`src/rtl/gpr_write_arbiter.sv`:
```
// Two-requester GPR write-port arbiter with starvation guard and a pending-write
// scoreboard used for source-register hazard detection.
module gpr_write_arbiter #(
   parameter int unsigned STARVE_LIM = 3
) (
   input  logic        clk,
   input  logic        reset,
   input  logic        req0_valid,
   input  logic [4:0]  req0_addr,
   input  logic [31:0] req0_data,
   output logic        req0_ready,
   input  logic        req1_valid,
   input  logic [4:0]  req1_addr,
   input  logic [31:0] req1_data,
   output logic        req1_ready,
   input  logic        claim_valid,
   input  logic [4:0]  claim_addr,
   input  logic [4:0]  rs_a,
   input  logic [4:0]  rs_b,
   output logic        stall,
   output logic        RFWr,
   output logic [4:0]  A3,
   output logic [31:0] WD,
   output logic [31:0] pend
);

   localparam int unsigned AW    = 5;
   localparam int unsigned DW    = 32;
   localparam int unsigned NREG  = 32;
   localparam int unsigned CNT_W = (STARVE_LIM > 0) ? $clog2(STARVE_LIM + 1) : 1;
   localparam logic [CNT_W-1:0] LIM = CNT_W'(STARVE_LIM);

   logic [CNT_W-1:0] starve_q, starve_d;
   logic             rfwr_q, rfwr_d;
   logic [AW-1:0]    a3_q, a3_d;
   logic [DW-1:0]    wd_q, wd_d;
   logic [NREG-1:0]  pend_q, pend_d;

   logic             gnt0, gnt1, accept;
   logic [AW-1:0]    waddr;
   logic [DW-1:0]    wdata;

   // Fixed priority to req0, overridden once req1 has been refused STARVE_LIM times
   always_comb begin
      gnt1   = !reset && req1_valid && (!req0_valid || (starve_q == LIM));
      gnt0   = !reset && req0_valid && !gnt1;
      accept = gnt0 || gnt1;
      waddr  = gnt1 ? req1_addr : req0_addr;
      wdata  = gnt1 ? req1_data : req0_data;
   end

   assign req0_ready = gnt0;
   assign req1_ready = gnt1;

   always_comb begin
      starve_d = starve_q;
      rfwr_d   = 1'b0;
      a3_d     = a3_q;
      wd_d     = wd_q;
      pend_d   = pend_q;

      if (!req1_valid || gnt1) begin
         starve_d = '0;
      end else if (starve_q != LIM) begin
         starve_d = starve_q + CNT_W'(1);
      end

      // Writes to r0 are accepted but never reach the register file
      if (accept) begin
         rfwr_d        = (waddr != '0);
         a3_d          = waddr;
         wd_d          = wdata;
         pend_d[waddr] = 1'b0;
      end

      // Claim applied after the clear so a same-edge claim wins
      if (claim_valid && (claim_addr != '0)) begin
         pend_d[claim_addr] = 1'b1;
      end
      pend_d[0] = 1'b0;
   end

   always_ff @(posedge clk or posedge reset) begin
      if (reset) begin
         starve_q <= '0;
         rfwr_q   <= 1'b0;
         a3_q     <= '0;
         wd_q     <= '0;
         pend_q   <= '0;
      end else begin
         starve_q <= starve_d;
         rfwr_q   <= rfwr_d;
         a3_q     <= a3_d;
         wd_q     <= wd_d;
         pend_q   <= pend_d;
      end
   end

   assign stall = pend_q[rs_a] | pend_q[rs_b];
   assign RFWr  = rfwr_q;
   assign A3    = a3_q;
   assign WD    = wd_q;
   assign pend  = pend_q;

endmodule

```
`config.mk`:
```
export PLATFORM = sky130hd
export DESIGN_NAME = gpr_write_arbiter
export DESIGN_NICKNAME = d
export VERILOG_FILES = /design/src/rtl/gpr_write_arbiter.sv
export SDC_FILE = /design/constraint.sdc
export NUM_CORES = 1
export LEC_CHECK = 0
export BUFFER_PORTS_ARGS = -buffer_cell sky130_fd_sc_hd__buf_2
export CORE_UTILIZATION = 50
export DETAILED_ROUTE_END_ITERATION = 12
export PLACE_DENSITY = 0.95
export SLEW_MARGIN = 20
export SYNTH_ARGS = -nofsm -noshare
export SYNTH_HDL_FRONTEND = slang
export SYNTH_SLANG_ARGS = --single-unit
```
`constraint.sdc`:
```
create_clock -name clk -period 5.5 [get_ports clk]
set_clock_uncertainty 0.15 [all_clocks]
set_input_delay 0.275 -clock clk [delete_from_list [all_inputs] [get_ports clk]]
set_output_delay 0.275 -clock clk [all_outputs]
set_load 0.05 [all_outputs]
```
==> flow_summary_export.csv <==
group,metric,value,unit
outcome,run_status,"completed",
logic_synthesis,synthesis.instances,349,
layout,fillers,530,
layout,antenna_cells_inserted,0,
floorplanning,initial_util,51.9,%
floorplanning,io_pins,167,
run,cap_violations,0,
grt,grt-ovfl-total,0,
clock_network,clock-root-buffer,"sky130_fd_sc_hd__clkbuf_8",
setup_path,crit-reg2reg-launch,"starve_q[0]$_DFFE_PP0P_",
clock_network,clock_sinks,71,
place,io_buffers,165,
layout,layout.nets,620,
floorplanning,num_rows,31,
setup_path,startpoint,"starve_q[0]$_DFFE_PP0P_",
setup_path,critPathMostFrequentCell,"sky130_fd_sc_hd__o31ai_1",
logic_synthesis,synth_area_leaders,"sky130_fd_sc_hd__dfrtp_1 (47%), sky130_fd_sc_hd__a222oi_1 (8.5%), sky130_fd_sc_hd__mux4_2 (8.4%), sky130_fd_sc_hd__o31ai_1 (6.6%), sky130_fd_sc_hd__o21ai_0 (4.5%)",
pwr,power.density,400,nW/um2
setup_path,cp_capture_point,"pend[18]$_DFF_PP0_",
logic_synthesis,number_of_flops_mapped_to_enable_cells_by_yosys,0,
place,dp_hpwl,8480,um
timing,report.final.setup_viol,0,
drt,wl_per_cell,19.8,um
drt,drt_first_pass_iters,10,
logic_synthesis,syn_area_per_cell,10.8,um2
setup_path,sum_of_buffers_and_inverters_on_the_critical_path,0,
floorplanning,die_width,88.7,um
floorplanning,dieArea,7870,um2
worst_hold_path,hold_class,"in -> reg",
setup_path,destination_of_the_worst_register_to_register_timing_path,"pend[18]$_DFF_PP0_",
setup_path,worst_path_largest_cell_delay,0.81,ns
pwr,worst_ir_drop_on_vdd,0.307,mV
timing,rsz0062_at_grt,"false",
logic_synthesis,yosysSeqAreaShare,47.2,%
setup_path,required,5.57,ns
clock_network,post_cts_resize_count,0,
clock_network,postCtsSetupRepairBufs,0,
clock_network,htree_num_levels,3,
layout,layout-drive-gt1-share,39.1,%
grt,grt_pass1_wl,19200,um
layout,finalCoreUtilization,70.2,%
logic_synthesis,synth_most_common_cell,"sky130_fd_sc_hd__dfrtp_1",
layout,post-route-cell-area,5090,um2
timing,final.period_utilization,50.3,%
clock_network,clk_pin_slew_worst_paths,0.08,ns
setup_path,cp_cell_sequence,"ha_1 -> nor2b_4 -> nor2_8 -> mux2i_2 -> o31ai_1 -> o31ai_1",
layout,area_growth_syn_to_layout,35.3,%
grt,maximum_number_of_pins_on_one_net_before_global_route_repair,74,
clock_network,tritoncts,"yes",
grt,grt_pass1_vias,3964,
drt,vias,3924,
place,placedInstanceArea,4620,um2
setup_path,path_max_fanout,45,
logic_synthesis,synth.top_cell.area_share,47.2,%
logic_synthesis,synth_cell_types,45,
logic_synthesis,ys.warnings.count,0,
timing,final_hold_viol_count,0,
timing,max_clk_rate,362,MHz
timing,final_period_minus_worst_setup_slack,2.77,ns
floorplanning,floorplan_die_height,88.7,um
drt,drc_violation_count_after_routing,0,
setup_path,crit_path_start_kind,"flip-flop",
clock_network,ctsLongestPathBuffers,2,
floorplanning,core,7250,um2
clock_network,clkLatencyLatePin,0.34,ns
place,gpl_congestion,0.894,
setup_path,worst-endpoint-arrival,2.84,ns
setup_path,cp.depth,6,
logic_synthesis,synth-seq-cells,71,
timing,slew_headroom,34.9,%
pwr,power_leakage,2.47,nW
logic_synthesis,yosysTopAreaCell,"sky130_fd_sc_hd__dfrtp_1",
setup_path,worstSetupPathType,"reg -> reg",
setup_path,cpMaxStageDelayCell,"sky130_fd_sc_hd__mux2i_2",
setup_path,crit_path_end_kind,"flip-flop",
logic_synthesis,synth.net_count,444,
drt,postRouteWirelength,12500,um
setup_path,reg2reg_setup_slack,2.73,ns
drt,route.antenna.remaining_nets,0,
logic_synthesis,synthFlopType,"sky130_fd_sc_hd__dfrtp_1",
setup_path,reg2reg_depth,6,
grt,initial_antenna_violation_count,0,
logic_synthesis,synth.cells.most_frequent,"sky130_fd_sc_hd__dfrtp_1 (71), sky130_fd_sc_hd__inv_1 (36), sky130_fd_sc_hd__o21ai_0 (34)",
grt,grt_util_all_layers,32.7,%
logic_synthesis,netlist_area,3760,um2
drt,routed_via_density,6.24,
setup_path,critPathTopFamily,"multiplexers",
logic_synthesis,ys_async_sr_fraction,100,%
clock_network,numCtsBuffers,9,
timing,timing.setup.tns,0,ns
timing,slew_viol_final,0,
timing,worst_pin_slew,0.972,ns
drt,drt-initial-drc-count,443,
-- final cells by class --
type	instances	area [um2]	area share, %
tap	99	124	2.43
clock buffer	10	128	2.51
timing repair buffer	190	1070	21.0
inverter	36	135	2.66
clock inverter	6	109	2.14
multi-input combinational	217	1750	34.3
sequential	71	1780	34.9
-- layout by cell type (no fill, tap or decap), drive strengths merged, types with 7 or more instances in the layout --
master | Yosys | routed
clkbuf | 14 | 10
buf | 11 | 167
nor2b | 8 | 8
nor2 | 9 | 9
o21ai | 39 | 39
a222oi | 32 | 32
nand3 | 7 | 7
mux4 | 14 | 14
inv | 36 | 36
mux2i | 9 | 9
nand2b | 9 | 9
nand2 | 14 | 14
o31ai | 33 | 33
dlygate4sd3 | 0 | 23
dfrtp | 71 | 71
a21oi | 7 | 7
-- timing repair --
action	4_1_cts	5_1_grt
setup endpoints to repair	0	0
hold buffers	23	0
hold endpoints to repair	19	0
-- state kept, by name, summed over array words and instances (netlist names) --
register  flops
RFWr          1
pend         31
WD           32
starve_q      2
A3            5
-- layer usage --
metal  GRT usage [%]  up-vias  routed length [um]
met5               0        -                   0
met4            16.1        0                 358
met3            8.02       38                1290
met2            55.8      288                6270
met1            38.7     1897                4530
li1                -     1701                   -
-- worst min-delay path by stage --
stage / startpoint / end / slack, ns / cells past startpoint
CTS: req0_data[6] / WD[6]$_DFFE_PP0N_ / 0.0001 / 3
finish: req1_data[19] / WD[19]$_DFFE_PP0N_ / 0.007 / 3
global route: req0_data[23] / WD[23]$_DFFE_PP0N_ / 0.005 / 3
floorplan: req1_data[0] / WD[0]$_DFFE_PP0N_ / 0.25 / 2
global placement: A3[4]$_DFFE_PP0N_ / A3[4]$_DFFE_PP0N_ / 0.31 / 2
detailed placement: A3[3]$_DFFE_PP0N_ / A3[3]$_DFFE_PP0N_ / 0.32 / 2
-- cell families after synthesis --
group	Yosys count	share of synthesized area, %
mux	26	11.9
flops	71	47.2
simple gates	64	10.0
buf+inv	61	6.49
other cells	1	0.0997
fa+ha+maj	1	0.333
xor+xnor	1	0.233
compound gates	124	23.7
-- power breakdown --
| group | total [mW] | internal [mW] | switching [mW] |
|---|---|---|---|
| Clock | 0.496 | 0.301 | 0.195 |
| Combinational | 0.815 | 0.242 | 0.573 |
| Sequential | 0.725 | 0.623 | 0.103 |
| Total | 2.04 | 1.17 | 0.872 |
-- metrics by stage --
stage	hold slack [ns]	instances	worst slack [ns]	power, mW
floorplan	0.246	349	2.08	1.29
global placement	0.312	590	2.51	1.49
detailed placement	0.323	590	2.41	1.52
CTS	0.000124	629	2.41	2.03
global route	0.00475	629	2.46	2.12
finish	0.00669	629	2.73	2.04
-- worst reg2reg max path, delay by kind of cell, from the launching register on --
family / cells / cell delay [ns]
multiplexers: 1 / 0.83
flip-flops: 1 / 0.37
AO/OA/AOI/OAI: 2 / 0.35
adder cells (fa/ha/maj): 1 / 0.32
AND/OR/NAND/NOR: 2 / 0.63
Power figures use the tool's default switching activity.
